$ cat config.mk
export PLATFORM = sky130hd
export DESIGN_NAME = pp_tx_serializer
export DESIGN_NICKNAME = d
export VERILOG_FILES = /design/src/rtl/pp_tx_pkg.sv /design/src/rtl/pp_sync_fifo.sv /design/src/rtl/pp_tx_serializer.sv
export SDC_FILE = /design/constraint.sdc
export NUM_CORES = 1
export LEC_CHECK = 0
export BUFFER_PORTS_ARGS = -buffer_cell sky130_fd_sc_hd__buf_2
export CAP_MARGIN = 5
export CORE_MARGIN = 2
export CORE_UTILIZATION = 55
export CTS_CLUSTER_DIAMETER = 100
export DETAILED_ROUTE_END_ITERATION = 10
export GPL_TIMING_DRIVEN = 0
export PLACE_DENSITY_LB_ADDON = 0.25
export SYNTH_ARGS = -nofsm -noshare
export SYNTH_HDL_FRONTEND = slang
export SYNTH_SLANG_ARGS = --single-unit
$ cat constraint.sdc
create_clock -name clk -period 7.54 [get_ports clk]
set_input_delay 0.377 -clock clk [delete_from_list [all_inputs] [get_ports clk]]
set_output_delay 0.377 -clock clk [all_outputs]
set_load 0.005 [all_outputs]
$ cat src/rtl/pp_tx_pkg.sv
// Shared sizing helpers and configuration checks for the periplex TX serializer.
package pp_tx_pkg;

    // Number of output beats needed to carry one packet.
    function automatic int beats_f(input int data_width, input int beat_width);
        return data_width / beat_width;
    endfunction

    // Width of a counter that indexes n items; never narrower than one bit.
    function automatic int cnt_w_f(input int n);
        return (n > 32'sd1) ? $clog2(n) : 32'sd1;
    endfunction

    // FIFO pointer width; pointers wrap naturally because depth is a power of two.
    function automatic int ptr_w_f(input int depth);
        return cnt_w_f(depth);
    endfunction

    // FIFO occupancy width; one extra bit so that a full FIFO is representable.
    function automatic int lvl_w_f(input int depth);
        return $clog2(depth) + 32'sd1;
    endfunction

    // Even parity of a beat, kept for link-side protection logic.
    function automatic logic parity16_f(input logic [15:0] beat);
        return ^beat;
    endfunction

    // Legal configuration: packet splits into whole beats, depth is a power of two >= 2.
    function automatic bit cfg_ok_f(input int data_width, input int beat_width, input int depth);
        return (beat_width > 32'sd0) &&
               ((data_width % beat_width) == 32'sd0) &&
               (depth >= 32'sd2) &&
               ((depth & (depth - 32'sd1)) == 32'sd0);
    endfunction

endpackage

$ cat src/rtl/pp_sync_fifo.sv
// Single-clock register-array FIFO. A push into a full FIFO is accepted when
// a pop happens on the same edge, so a streaming consumer never forces a drop.
module pp_sync_fifo
    import pp_tx_pkg::*;
#(
    parameter int WIDTH = 48,
    parameter int DEPTH = 8,
    localparam int PW = ptr_w_f(DEPTH),
    localparam int LW = lvl_w_f(DEPTH)
) (
    input  logic             clk,
    input  logic             rst_n,
    input  logic             push,
    input  logic [WIDTH-1:0] push_data,
    input  logic             pop,
    output logic             push_ok,
    output logic [WIDTH-1:0] head,
    output logic [LW-1:0]    level,
    output logic [LW-1:0]    level_next
);

    logic [WIDTH-1:0] mem_r [DEPTH];
    logic [PW-1:0]    wr_ptr_r;
    logic [PW-1:0]    rd_ptr_r;
    logic [LW-1:0]    level_r;
    logic             full_s;
    logic             pop_ok_s;
    logic             push_ok_s;
    logic [LW-1:0]    level_next_s;

    assign full_s    = (level_r == LW'(DEPTH));
    assign pop_ok_s  = pop && (level_r != {LW{1'b0}});
    assign push_ok_s = push && (!full_s || pop_ok_s);

    // Next occupancy: +1 on push only, -1 on pop only, unchanged otherwise.
    always_comb begin
        level_next_s = level_r;
        case ({push_ok_s, pop_ok_s})
            2'b10:   level_next_s = level_r + LW'(1'b1);
            2'b01:   level_next_s = level_r - LW'(1'b1);
            default: level_next_s = level_r;
        endcase
    end

    // Pointer and occupancy state.
    always_ff @(posedge clk or negedge rst_n) begin
        if (!rst_n) begin
            wr_ptr_r <= {PW{1'b0}};
            rd_ptr_r <= {PW{1'b0}};
            level_r  <= {LW{1'b0}};
        end else begin
            if (push_ok_s) begin
                wr_ptr_r <= wr_ptr_r + PW'(1'b1);
            end
            if (pop_ok_s) begin
                rd_ptr_r <= rd_ptr_r + PW'(1'b1);
            end
            level_r <= level_next_s;
        end
    end

    // Storage array; contents are only meaningful below the occupancy count.
    always_ff @(posedge clk) begin
        if (push_ok_s) begin
            mem_r[wr_ptr_r] <= push_data;
        end
    end

    assign push_ok    = push_ok_s;
    assign head       = mem_r[rd_ptr_r];
    assign level      = level_r;
    assign level_next = level_next_s;

endmodule

$ cat src/rtl/pp_tx_serializer.sv
// Buffers encoder packets and streams each one out as MSB-first beats on a
// valid/ready link. The encoder cannot be stalled, so the block reports an
// almost-full warning and a sticky overflow flag for packets it had to drop.
module pp_tx_serializer
    import pp_tx_pkg::*;
#(
    parameter int DATA_WIDTH   = 48,
    parameter int BEAT_WIDTH   = 16,
    parameter int DEPTH        = 8,
    parameter int AFULL_MARGIN = 2
) (
    input  logic                   clk,
    input  logic                   rst_n,
    input  logic                   in_en,
    input  logic [DATA_WIDTH-1:0]  in_data,
    output logic                   in_afull,
    output logic                   out_valid,
    output logic [BEAT_WIDTH-1:0]  out_data,
    output logic                   out_last,
    input  logic                   out_ready,
    output logic [$clog2(DEPTH):0] level,
    output logic                   ovf,
    input  logic                   ovf_clr
);

    localparam int BEATS = beats_f(DATA_WIDTH, BEAT_WIDTH);
    localparam int BCW   = cnt_w_f(BEATS);
    localparam int LW    = lvl_w_f(DEPTH);

    if (!cfg_ok_f(DATA_WIDTH, BEAT_WIDTH, DEPTH)) begin : g_cfg_err
        $error("pp_tx_serializer: DATA_WIDTH must be a multiple of BEAT_WIDTH and DEPTH a power of two >= 2");
    end

    logic [DATA_WIDTH-1:0] head_s;
    logic [LW-1:0]         level_s;
    logic [LW-1:0]         level_next_s;
    logic                  push_ok_s;
    logic                  valid_s;
    logic                  last_beat_s;
    logic                  xfer_s;
    logic                  pop_s;
    logic                  drop_s;
    logic [BEAT_WIDTH-1:0] beat_s;
    logic [BCW-1:0]        bcnt_r;
    logic                  in_afull_r;
    logic                  ovf_r;

    pp_sync_fifo #(
        .WIDTH (DATA_WIDTH),
        .DEPTH (DEPTH)
    ) u_fifo (
        .clk        (clk),
        .rst_n      (rst_n),
        .push       (in_en),
        .push_data  (in_data),
        .pop        (pop_s),
        .push_ok    (push_ok_s),
        .head       (head_s),
        .level      (level_s),
        .level_next (level_next_s)
    );

    assign valid_s     = (level_s != {LW{1'b0}});
    assign last_beat_s = (bcnt_r == BCW'(BEATS - 1));
    assign xfer_s      = valid_s && out_ready;
    assign pop_s       = xfer_s && last_beat_s;
    assign drop_s      = in_en && !push_ok_s;

    // Select the current beat of the head packet, most significant beat first.
    always_comb begin
        beat_s = BEAT_WIDTH'(head_s >> ((BEATS - 1 - int'(bcnt_r)) * BEAT_WIDTH));
    end

    // Beat counter: advance on each accepted beat, wrap to zero when the packet completes.
    always_ff @(posedge clk or negedge rst_n) begin
        if (!rst_n) begin
            bcnt_r <= {BCW{1'b0}};
        end else if (xfer_s) begin
            if (last_beat_s) begin
                bcnt_r <= {BCW{1'b0}};
            end else begin
                bcnt_r <= bcnt_r + BCW'(1'b1);
            end
        end else begin
            bcnt_r <= bcnt_r;
        end
    end

    // Almost-full is registered from the occupancy the FIFO is about to have.
    always_ff @(posedge clk or negedge rst_n) begin
        if (!rst_n) begin
            in_afull_r <= 1'b0;
        end else begin
            in_afull_r <= ((DEPTH - int'(level_next_s)) <= AFULL_MARGIN);
        end
    end

    // Sticky overflow: a drop sets it and takes priority over a clear in the same cycle.
    always_ff @(posedge clk or negedge rst_n) begin
        if (!rst_n) begin
            ovf_r <= 1'b0;
        end else if (drop_s) begin
            ovf_r <= 1'b1;
        end else if (ovf_clr) begin
            ovf_r <= 1'b0;
        end else begin
            ovf_r <= ovf_r;
        end
    end

    assign out_valid = valid_s;
    assign out_data  = valid_s ? beat_s : {BEAT_WIDTH{1'b0}};
    assign out_last  = valid_s && last_beat_s;
    assign in_afull  = in_afull_r;
    assign level     = level_s;
    assign ovf       = ovf_r;

endmodule

# Word-level counts from Yosys, hierarchy flattened
# Memories as Yosys holds them, arrays and structs flattened.
# Cells that the tools add are included.
dict set report classes {
  mux 7
  n_reduce_logical 11
  n_lt_le_gt_ge 1
  n_eq_ne 4
  n_addsub 7
  n_shift 1
}
# op count
set ops {}
lappend ops {{>> shifter 48 x 32 -> 16 bit} 1}
lappend ops {{2-to-1 mux 16 bit} 1}
lappend ops {{case mux 4 bit (2 select lines)} 1}
lappend ops {{adder 3 x 1 -> 3 bit, second input constant} 2}
lappend ops {{logical AND 1 bit} 6}
lappend ops {{less-or-equal comparator 5 x 3 -> 1 bit, second input constant} 1}
lappend ops {{subtractor 4 x 4 -> 5 bit, first input constant} 1}
lappend ops {{adder 4 x 1 -> 4 bit, second input constant} 1}
lappend ops {{== test 2 bit, second input constant} 2}
lappend ops {{== test 4 bit, second input constant} 1}
lappend ops {{2-to-1 mux 1 bit} 4}
lappend ops {{nonzero test 4 bit} 1}
lappend ops {{subtractor 4 x 1 -> 4 bit, second input constant} 1}
lappend ops {{subtractor 2 x 2 -> 3 bit, first input constant} 1}
lappend ops {{adder 2 x 1 -> 2 bit, second input constant} 1}
lappend ops {{== test 2 x 1 -> 1 bit, second input constant} 1}
lappend ops {{zero test 1 bit} 2}
lappend ops {{2-to-1 mux 2 bit} 1}
lappend ops {{nonzero test 2 bit} 1}
lappend ops {{logical OR 1 bit} 1}
dict set report totals {
  memories 1
  ram_bits 384
  out_inout_bits 24
  reg_bits 14
  elab_cells 38
  inputBits 53
}
# name depth width read_ports rd_ports_with_merged_regs write_ports line_no
set mem_list {}
lappend mem_list {u_fifo.mem_r 8 48 1 0 1 pp_sync_fifo.sv:22} ;# logic [WIDTH-1:0] mem_r [DEPTH];

# Longest topological paths before layout
# Gate-level depths: netlist of the first run.
dict set report depth {
  depth_word 10
  ltp_mapped 14
  ltp_nobuf 13
}

# Cells and area by module
# Synthesis of the first run repeated with hierarchy kept, for this count alone.
dict set report hier_totals {
  hier_cells 718
  hier_area_um2 15881.5
}
# module area_each_um2 n_inst cells_each seq_area_each_um2
set by_module_without_submodules {}
lappend by_module_without_submodules {pp_sync_fifo 15120.8 1 614 11781.3}
lappend by_module_without_submodules {pp_tx_serializer 760.7 1 104 100.1}

# Worst setup path after synthesis of the first run
# No wires, ideal clock.
dict set report synth_path {
  kind {flip-flop to flip-flop}
  start {register bcnt_r[0]}
  end {memory u_fifo.mem_r[0][0] (enable)}
  required_ns 6.967
  arrival_ns 5.836
  setup_time_ns 0.573
  path_slack_ns 1.131
  path_stages_with_launch 8
  n_path_buf 1
  synth_period_minus_slack_ns 6.409
  cell_sequence {dfrtp_1 clkbuf_1 inv_1 ha_1 nand2_1 nand3_1 nand2_1 nor4_1}
}
dict set report synth_via {
  elab_chain_cells 7
}
# element line_no
set synth_lines {}
lappend synth_lines {{start, declared} pp_tx_serializer.sv:44} ;# logic [BCW-1:0] bcnt_r;
lappend synth_lines {{start signal, assigned} pp_tx_serializer.sv:77} ;# bcnt_r <= {BCW{1'b0}};
lappend synth_lines {{start signal, assigned} pp_tx_serializer.sv:80} ;# bcnt_r <= {BCW{1'b0}};
lappend synth_lines {{start signal, assigned} pp_tx_serializer.sv:82} ;# bcnt_r <= bcnt_r + BCW'(1'b1);
lappend synth_lines {{== test 2 bit} pp_tx_serializer.sv:64} ;# assign last_beat_s = (bcnt_r == BCW'(BEATS - 1));
lappend synth_lines {{logical AND 1 bit} pp_tx_serializer.sv:66} ;# assign pop_s = xfer_s && last_beat_s;
lappend synth_lines {{logical AND 1 bit} pp_sync_fifo.sv:32} ;# assign pop_ok_s = pop && (level_r != {LW{1'b0}});
lappend synth_lines {{logical OR 1 bit} pp_sync_fifo.sv:33} ;# assign push_ok_s = push && (!full_s || pop_ok_s);
lappend synth_lines {{logical AND 1 bit} pp_sync_fifo.sv:33}
lappend synth_lines {{2-to-1 mux 1 bit} pp_sync_fifo.sv:64} ;# if (push_ok_s) begin
lappend synth_lines {{2-to-1 mux 1 bit (not written as such)} pp_sync_fifo.sv:65} ;# mem_r[wr_ptr_r] <= push_data;
lappend synth_lines {{end, declared} pp_sync_fifo.sv:22}
# Every way passes these cells.

# Worst setup path after layout of the first run
dict set report layout_path {
  start {register bcnt_r[0]}
  end {memory u_fifo.mem_r[2][26] (enable)}
}
# Same word-level chain as after synthesis.

==> results of run 1 <==
[metrics by stage]
step	power, mW	area, sq um	worst slack [ps]	TNS (ps)	cells
6_report	7.26	18300	3550	0	1303
5_1_grt	7.57	18300	3240	0	1301
4_1_cts	7.29	18300	3580	0	1300
3_5_place_dp	5.49	17100	3590	0	1232
3_3_place_gp	5.34	16500	-4270	-486210	1193
2_1_floorplan	4.51	15700	1130	0	739
[final timing paths]
| path | slack (ps) | to | from | depth (start not counted) |
|---|---|---|---|---|
| worst min register to register | 490 | ovf | ovf | 1 |
| worst min-delay path | 130 | u_fifo.mem_r[0][1] | in_data[1] | 1 |
| max in group asynchronous | 6960 | bcnt_r[0] | rst_n | 2 |
| worst max register to register | 3550 | u_fifo.mem_r[2][26] | bcnt_r[0] | 14 |
| min in group asynchronous | 300 | u_fifo.rd_ptr_r[0] | rst_n | 2 |
| worst max-delay path | 3550 | u_fifo.mem_r[2][26] | bcnt_r[0] | 14 |
[synth_stat cells, drive strengths merged, types with 3 or more instances]
cell type / count
o221ai: 16
inv: 10
nand2: 30
edfxtp: 384
mux2i: 34
and2: 3
mux2: 20
nand2b: 5
nor3: 7
clkbuf: 19
buf: 18
ha: 10
nand3: 5
mux4: 96
xnor2: 6
nor2: 40
a21oi: 4
dfrtp: 14
[worst max-delay path: stages, from the launching register on]
cell	delay, ps
dfrtp_1	400
clkbuf_1	180
inv_1	130
ha_1	230
nand2_1	220
nand3_1	170
nand2_1	220
inv_1	150
nand2_1	220
nor3_2	870
buf_8	240
buf_6	160
buf_6	160
buf_8	160
buf_6	170
[sequential cells by signal, summed over array words and instances, names as in the netlist]
| name | cells |
|---|---|
| in_afull | 1 |
| bcnt_r | 2 |
| ovf | 1 |
| u_fifo.rd_ptr_r | 3 |
| u_fifo.wr_ptr_r | 3 |
| u_fifo.mem_r | 384 |
| u_fifo.level | 4 |
[routing by layer]
metal  track usage (%)  vias up  share of wire (%)
met4              7.42        2                2.8
met5                 0        -              0.038
met2              36.5      335                 48
met1              34.3     4131                 42
li1                  -     3365                  -
met3              4.93       63                7.1
[cell families after synthesis]
family | share of synthesized area (%)
flops | 75.8
simple gates | 2.74
buf+inv | 1.24
mux | 17.4
fa+ha+maj | 0.925
xor+xnor | 0.391
compound gates | 1.55
[power breakdown]
group	internal (mW)	switching [mW]
clock	1.07	0.741
sequential	2.79	0.118
combinational	1.10	1.44
[area by class of cell]
class,count,area (sq um)
plain buffers,37,158
clock inverters,9,92.6
clock buffers,58,1100
multi-input cells,294,3660
flip-flops and latches,398,11900
inverters,10,37.5
repair buffers,116,886
diodes,3,7.51
well taps,378,473
fillers,1865,9640
[what timing repair did]
| action | 4_1_cts | 5_1_grt |
|---|---|---|
| setup endpoints to repair | 0 | 0 |
| endpoints found under the hold margin | 14 | 0 |
| hold buffers | 1 | 0 |
| resized for setup | 0 | 0 |
==> impl_metrics.env, run 1 <==
export IMPL_status="completed"
export IMPL_clk_pin_slew_ps=60
export IMPL_core_area_sq_um=27900
export IMPL_drc=0
export IMPL_yosysSeqAreaShare_pct=75.8
export IMPL_cp_arrival_ps=4210
export IMPL_synth_warnings=0
export IMPL_rsz0062_at_grt="false"
export IMPL_final_common_cell="edfxtp_1"
export IMPL_grt_pass1_wl_um=52000
export IMPL_crit_path_start_kind="flop"
export IMPL_fmax_mhz=251
export IMPL_critical_path_class="reg2reg"
export IMPL_htree_levels=2
export IMPL_synth_top_area_share_pct=73.5
export IMPL_routed_via_count=7896
export IMPL_synth_ff_type="edfxtp_1"
export IMPL_synth_fp_nets=803
export IMPL_cts_tree="yes"
export IMPL_initial_core_util_pct=56.1
export IMPL_cts_buffer_depth=3
export IMPL_cp_max_fo=9
export IMPL_finalCritPeriodShare_pct=52.9
export IMPL_cts_sinks=398
export IMPL_fp_dieArea_sq_um=29900
export IMPL_die_y_um=173
export IMPL_power_leakage_nw=6.14
export IMPL_globalRouteTotalUtil_pct=23.6
export IMPL_synth_seq_cells=398
export IMPL_placement_rows=61
export IMPL_min_path_type="in2reg"
export IMPL_syn_inst=739
export IMPL_num_io_pins=77
export IMPL_fin_nets=960
export IMPL_gp_congestion=0.840
export IMPL_crit_required_ps=7760
export IMPL_utilization_pct=65.5
export IMPL_yosysUniqueCellTypes=40
export IMPL_antenna_left=0
export IMPL_grt_overflow_total=0
export IMPL_synth_async_reset_ratio_pct=3.52
export IMPL_p_per_area_nw_per_um2=397
export IMPL_dp_hpwl_um=23700
export IMPL_antenna_found_initial=2
export IMPL_yosys_area_top_type="edfxtp_1"
export IMPL_io_buffers=76
export IMPL_ir_drop_mv=0.192
export IMPL_synth_edf_count=384
export IMPL_synthTopCellsByArea="edfxtp_1 (74%), mux4_2 (14%), dfrtp_1 (2.2%), mux2i_1 (2.2%), mux2_2 (1.4%)"
export IMPL_min_period_ps=3990
export IMPL_relSlewSlack_pct=28.5
export IMPL_areaGrowthSynthToFinish_pct=16.6
export IMPL_grt_max_degree=24
export IMPL_holdWs_ps=128
export IMPL_die_x_um=173
export IMPL_syn_area_per_cell_sq_um=21.2
export IMPL_drt_total_wl_um=34400
export IMPL_viasPerCell=6.06
export IMPL_hold_violations=0
export IMPL_final_cell_mix="edfxtp_1 (384), mux4_2 (96), buf_2 (88)"
export IMPL_wl_per_cell_um=26.4
export IMPL_syn_area_sq_um=15700
export IMPL_fin_skew_ps=17.2
export IMPL_slew_violations=0
export IMPL_cts_root_buf="clkbuf_16"
export IMPL_endpoint_kind="flop"
export IMPL_finalSetupViolations=0
export IMPL_layout_drive_gt1_share_pct=33.1
export IMPL_cts_setup_buffers=0
export IMPL_cts_buffers=39
export IMPL_clock_insertion_delay_worst_skew_ps=520
export IMPL_max_cap_violations=0
export IMPL_drtIter0Drc=855
export IMPL_worst_slew_pin_slew_ps=1070
export IMPL_grt_pass1_vias=8093
export IMPL_drt_first_pass_iters=7
Note: power is estimated with default switching activity, not from simulation.
==> run 2: changes to the inputs <==
- ABC_AREA: default -> 1
- clock period: 7.54 -> 4.15 ns (I/O delays scaled with it)
==> run 2 against run 1 <==
  * Utilization is 1.2 points higher
  * Critical path depth is 3 lower
  * Global-route usage is 4.7 points higher
  * Sequential cell count stayed put
  * Sequential share of layout area is 2.9 points lower
  * Die area is 2.4% higher
  * Final area is 4.6% higher
  * Sequential power is 81% higher
  * Via count is 42% higher
==> impl_metrics.env, run 2 <==
export IMPL_die_y_um=175
export IMPL_largest_reg_flops=384
export IMPL_crit_required_ps=3940
export IMPL_worst_slew_pin_slew_ps=908
export IMPL_htree_levels=2
export IMPL_synth_fp_nets=1288
export IMPL_globalRouteTotalUtil_pct=28.3
export IMPL_synthTopCellsByArea="edfxtp_1 (72%), nor2_1 (5.7%), o21ai_0 (5.7%), dfrtp_1 (2.2%), nand3_1 (1.7%)"
export IMPL_syn_inst=1224
export IMPL_drtIter0Drc=1529
export IMPL_fmax_mhz=248
export IMPL_reg2reg_slack_ps=150
export IMPL_crit_top_cell="buf_2"
export IMPL_cts_tree="yes"
export IMPL_switchingPower_mw=5.56
export IMPL_rsz0062_at_grt="false"
export IMPL_p_sw_share_pct=38.6
export IMPL_synth_seq_cells=398
export IMPL_hp_start="out_ready"
export IMPL_fin_skew_ps=18.4
export IMPL_cp_arrival_ps=3820
export IMPL_antenna_found_initial=0
export IMPL_synth_ff_type="edfxtp_1"
export IMPL_post_synth_top_count_cell="edfxtp_1"
export IMPL_synth_commonest_cells="edfxtp_1 (384), nor2_1 (244), o21ai_0 (182)"
export IMPL_endpoint_kind="output pin"
export IMPL_holdWs_ps=58.9
export IMPL_clock_insertion_delay_worst_skew_ps=540
export IMPL_relSlewSlack_pct=39.3
export IMPL_num_io_pins=77
export IMPL_fp_dieArea_sq_um=30600
export IMPL_path_cells="buf_2, clkinvlp_4, clkbuf_1, ha_1, clkinv_1, nor2_4, buf_2, nand2_1, nand3_1, a21oi_1, buf_2"
export IMPL_synth_async_reset_ratio_pct=3.52
export IMPL_grt_pass1_vias=10800
export IMPL_core_area_sq_um=28700
export IMPL_hold_violations=0
export IMPL_dp_hpwl_um=27600
export IMPL_placement_rows=62
export IMPL_wl_per_cell_um=24.0
export IMPL_r2r_start="bcnt_r[0]"
export IMPL_synth_warnings=0
export IMPL_clk_pin_slew_ps=60
export IMPL_p_per_area_nw_per_um2=752
export IMPL_min_path_type="in2reg"
export IMPL_seqPwrFrac_pct=36.4
export IMPL_yosysSeqAreaShare_pct=74.0
export IMPL_yosys_area_top_type="edfxtp_1"
export IMPL_routed_via_count=11200
export IMPL_cp_max_fo=11
export IMPL_finalSetupViolations=0
export IMPL_power_leakage_nw=6.61
export IMPL_grt_pass1_wl_um=64200
export IMPL_layout_drive_gt1_share_pct=15.8
export IMPL_finalCritPeriodShare_pct=97.1
export IMPL_grt_overflow_total=0
export IMPL_dp_cells=1698
export IMPL_dpl_cell_area_sq_um=17300
export IMPL_yosysUniqueCellTypes=33
export IMPL_final_cell_mix="edfxtp_1 (384), nor2_1 (235), o21ai_0 (182)"
export IMPL_ir_drop_mv=0.415
export IMPL_multiInputGateArea_sq_um=3720
export IMPL_num_antenna_cells=0
export IMPL_crit_path_start_kind="flop"
export IMPL_utilization_pct=66.7
export IMPL_gp_congestion=0.834
export IMPL_syn_area_per_cell_sq_um=13.1
export IMPL_clkPwrFrac_pct=25.0
export IMPL_critical_path_class="reg2out"
export IMPL_die_x_um=175
export IMPL_antenna_left=0
export IMPL_drt_total_wl_um=43700
export IMPL_areaGrowthSynthToFinish_pct=19.2
export IMPL_initial_core_util_pct=56.0
export IMPL_layout_setup_ws_ps=121
export IMPL_status="completed"
export IMPL_intPower_mw=8.84
export IMPL_design_area_sq_um=19100
export IMPL_synth_top_area_share_pct=71.8
export IMPL_cts_buffers=41
export IMPL_fin_nets=1473
export IMPL_seqCellArea_sq_um=11900
export IMPL_cts_root_buf="clkbuf_16"
export IMPL_finalNonFillerCells=1821
export IMPL_cts_sinks=398
export IMPL_viasPerCell=6.16
export IMPL_grt_max_degree=27
export IMPL_drc=0
export IMPL_io_buffers=76
export IMPL_n_fill_cell=2022
export IMPL_combPwrFrac_pct=38.6
export IMPL_min_period_ps=4030
export IMPL_regMostFlops="u_fifo.mem_r"
export IMPL_synth_edf_count=384
export IMPL_max_stage_delay_ps=400
export IMPL_syn_area_sq_um=16100
export IMPL_cts_buffer_depth=3
export IMPL_slowest_stage="ha_1"
export IMPL_final_common_cell="edfxtp_1"
export IMPL_pre_cts_ws_ps=202
export IMPL_max_cap_violations=0
export IMPL_drt_first_pass_iters=6
export IMPL_startpoint="bcnt_r[0]"
export IMPL_slew_violations=0
-- run 2: per-stage QoR --
stage | TNS (ps) | power, mW
2_1_floorplan | -51690 | 8.38
3_3_place_gp | -723650 | 10.4
3_5_place_dp | 0 | 10.6
4_1_cts | 0 | 14.2
5_1_grt | 0 | 15.0
6_report | 0 | 14.4
-- run 2: path summary, 6_finish.rpt --
| check | depth (start not counted) | endpoint |
|---|---|---|
| setup / recovery | 11 | out_data[7] |
| setup reg to reg | 9 | u_fifo.mem_r[3][23] |
| hold / removal | 3 | u_fifo.rd_ptr_r[2] |
| hold reg to reg | 2 | ovf |
| max in group asynchronous | 2 | u_fifo.rd_ptr_r[1] |
| min in group asynchronous | 2 | u_fifo.level[0] |
-- run 2: layer usage --
metal	GRT usage (%)	routed length, um	vias to the layer above
met1	38.1	16700	5512
met3	6.05	4590	120
li1	-	-	4910
met4	9.69	1470	0
met2	46.0	20900	678
met5	0	0	-
-- run 2: final cells by class --
cell class,instances,area share (%)
Sequential cell,398,62.1
Multi-Input combinational cell,726,19.4
Timing Repair Buffer,141,6.39
Clock buffer,47,5.70
Tap cell,384,2.51
Buffer,79,2.35
Clock inverter,24,1.08
Inverter,22,0.451
-- run 2: logic make-up (layout without fill, tap and decap cells) --
group                      count (synthesis)  in the layout  share of synthesized area, %
adders and majority gates                 11             11                         0.904
xor gates and xnor gates                   4              4                         0.218
and+or+nand+nor                          381            382                          9.89
buffers and inverters                    101            313                          3.31
AOI/OAI and AO/OA                        329            329                          11.7
DFF                                      398            398                          74.0
-- run 2: power groups by stage --
stage                     sequential (mW)  combinational [mW]  clock, mW
after CTS                            5.23                5.40       3.60
final                                5.24                5.56       3.60
after global routing                 5.28                5.94       3.76
after global placement               5.36                5.02          0
after detailed placement             5.31                5.32          0
after floorplan                      5.29                3.09          0
-- run 2: what timing repair did --
action	in CTS	in global routing
gates resized for setup	1	2
buffers inserted	0	0
gates cloned	0	1
setup endpoints to repair	8	29
hold buffers	51	0
hold endpoints to repair	400	0
pin swaps	0	1
-- run 2: worst max-delay path: cells and delay by family (launching register included) --
family          cells  cell delay (ps)
buf+inv             6             1790
simple gates        3              600
fa+ha+maj           1              400
flops               1              370
compound gates      1               90
==> run 3: changes to the inputs <==
- CORE_MARGIN: 2 -> 3
==> run 3 against run 2 <==
  * Fmax is 3.2% higher
  * Worst setup slack better by 120 ps
  * Utilization is 0.73 points higher
  * Clock skew is 7.3 ps lower
  * Wire length is 1.1% lower
  * Count of clock-buffer cells in the layout is 6 higher
  * Sequential share of layout area is 0.17 points higher
  * Final cell count is 0.38% lower
==> impl_metrics.env, run 3 (synthesis results as in run 2) <==
export IMPL_fp_dieArea_sq_um=31300
export IMPL_status="completed"
export IMPL_grtUsageMet1_pct=38.1
export IMPL_htree_levels=2
export IMPL_multiInputGateArea_sq_um=3720
export IMPL_antenna_found_initial=0
export IMPL_cts_root_buf="clkbuf_16"
export IMPL_areaGrowthSynthToFinish_pct=18.9
export IMPL_cts_sinks=398
export IMPL_layout_drive_gt1_share_pct=15.9
export IMPL_die_x_um=177
export IMPL_routed_via_count=11100
export IMPL_fmax_mhz=256
export IMPL_fin_nets=1469
export IMPL_r2r_start="bcnt_r[0]"
export IMPL_max_stage_delay_ps=390
export IMPL_dpl_cell_area_sq_um=17300
export IMPL_regMostFlops="u_fifo.mem_r"
export IMPL_hold_violations=0
export IMPL_slew_violations=0
export IMPL_largest_reg_flops=384
export IMPL_cp_arrival_ps=3700
export IMPL_cp_max_fo=11
export IMPL_cts_buffers=41
export IMPL_viasPerCell=6.11
export IMPL_wl_per_cell_um=23.8
export IMPL_drtIter0Drc=1297
export IMPL_num_antenna_cells=0
export IMPL_io_buffers=76
export IMPL_relSlewSlack_pct=35.8
export IMPL_power_leakage_nw=6.59
export IMPL_grtUsageMet3_pct=5.36
export IMPL_startpoint="bcnt_r[0]"
export IMPL_ir_drop_mv=0.429
export IMPL_finalCritPeriodShare_pct=94.1
export IMPL_n_fill_cell=1980
export IMPL_initial_core_util_pct=56.7
export IMPL_endpoint="out_data[6]"
export IMPL_rsz0062_at_grt="false"
export IMPL_drt_first_pass_iters=5
export IMPL_grt_max_degree=27
export IMPL_clock_insertion_delay_worst_skew_ps=530
export IMPL_grt_overflow_total=0
export IMPL_layout_setup_ws_ps=244
export IMPL_fin_skew_ps=11.2
export IMPL_critical_path_class="reg2out"
export IMPL_globalRouteTotalUtil_pct=27.8
export IMPL_final_common_cell="edfxtp_1"
export IMPL_gp_congestion=0.879
export IMPL_finalSetupViolations=0
export IMPL_slowest_stage="ha_1"
export IMPL_cts_tree="yes"
export IMPL_dp_hpwl_um=27500
export IMPL_cts_buffer_depth=3
export IMPL_utilization_pct=67.4
export IMPL_met2_usage_pct=44.9
export IMPL_grt_pass1_wl_um=64800
export IMPL_crit_top_cell="buf_2"
export IMPL_endpoint_kind="output pin"
export IMPL_final_cell_mix="edfxtp_1 (384), nor2_1 (235), o21ai_0 (182)"
export IMPL_drt_total_wl_um=43200
export IMPL_design_area_sq_um=19100
export IMPL_placement_rows=61
export IMPL_core_area_sq_um=28300
export IMPL_min_period_ps=3910
export IMPL_reg2reg_slack_ps=450
export IMPL_max_cap_violations=0
export IMPL_seqCellArea_sq_um=11900
export IMPL_reg2reg_to="u_fifo.mem_r[6][13]"
export IMPL_gr_max_usage_layer="met2"
export IMPL_r2r_cells=10
export IMPL_pre_cts_ws_ps=198
export IMPL_die_y_um=177
export IMPL_path_cells="buf_2, clkinv_2, clkbuf_2, ha_1, clkinvlp_4, nor2_4, buf_2, nand2_1, nand3_1, a21oi_1, buf_2"
export IMPL_crit_path_start_kind="flop"
export IMPL_clk_pin_slew_ps=60
export IMPL_min_path_type="in2reg"
export IMPL_drc=0
export IMPL_worst_slew_pin_slew_ps=961
export IMPL_antenna_left=0
export IMPL_num_io_pins=77
export IMPL_crit_required_ps=3940
export IMPL_p_per_area_nw_per_um2=750
export IMPL_grt_pass1_vias=10600
## run 3: cell count changes in the layout (fill, tap and decap cells not counted), moves of 2 or more
cell           previous run  this run
clkbuf_1                 28        33
dlygate4sd3_1            51        49
buf_16                    7         5
clkinv_1                 15        10
## run 3: through the flow
step | hold WS (ps) | setup TNS (ps) | power (mW) | std cells
6_report | 23.9 | 0 | 14.3 | 1814
5_1_grt | 9.91 | 0 | 15.0 | 1814
4_1_cts | 11.3 | 0 | 14.2 | 1814
3_5_place_dp | 137 | 0 | 10.6 | 1691
3_3_place_gp | 131 | -737430 | 10.4 | 1678
2_1_floorplan | -88.1 | -51690 | 8.38 | 1224
## run 3: worst min-delay path by stage
stage           startpoint                   to  slack, ps  cells past startpoint
4_1_cts        in_data[30]  u_fifo.mem_r[6][30]         10                      1
3_3_place_gp         rst_n      u_fifo.level[1]        130                      1
3_5_place_dp         rst_n      u_fifo.level[1]        140                      1
6_report       in_data[30]  u_fifo.mem_r[6][30]         20                      1
2_1_floorplan        rst_n            bcnt_r[0]        -90                      0
5_1_grt        in_data[30]  u_fifo.mem_r[6][30]         10                      1
## run 3: cell type report
class	instances	share of cell area (%)
clock buffer	53	5.83
buffer	79	2.36
clock inverter	21	1.04
multi-input combinational	725	19.5
timing repair buffer	138	6.12
sequential	398	62.2
inverter	22	0.459
tap	378	2.48
## run 3: power breakdown
| part | switching, mW | leakage (nW) | internal (mW) |
|---|---|---|---|
| combinational | 3.83 | 2.30 | 1.66 |
| sequential | 0.183 | 3.65 | 5.05 |
| clock | 1.46 | 0.638 | 2.14 |
| total | 5.47 | 6.59 | 8.85 |
## run 3: routing by layer
layer	vias to the layer above	wire [um]
met4	2	1580
met2	651	20600
met1	5398	16800
met5	-	40
met3	114	4190
li1	4913	-
## run 3: worst max-delay path, delay by kind of cell (launching register included)
family / cells / cell delay [ps]
adder cells (fa/ha/maj): 1 / 390
AND/OR/NAND/NOR: 3 / 660
flip-flops: 1 / 380
AO/OA/AOI/OAI: 1 / 90
buffers and inverters: 6 / 1640
## run 3: what timing repair did
action,in CTS,in global routing
gates cloned,0,0
gates resized for setup,3,3
hold buffers,49,0
buffers inserted,0,0
pin swaps,0,0
endpoints found under the setup margin,10,5
endpoints found under the hold margin,391,0
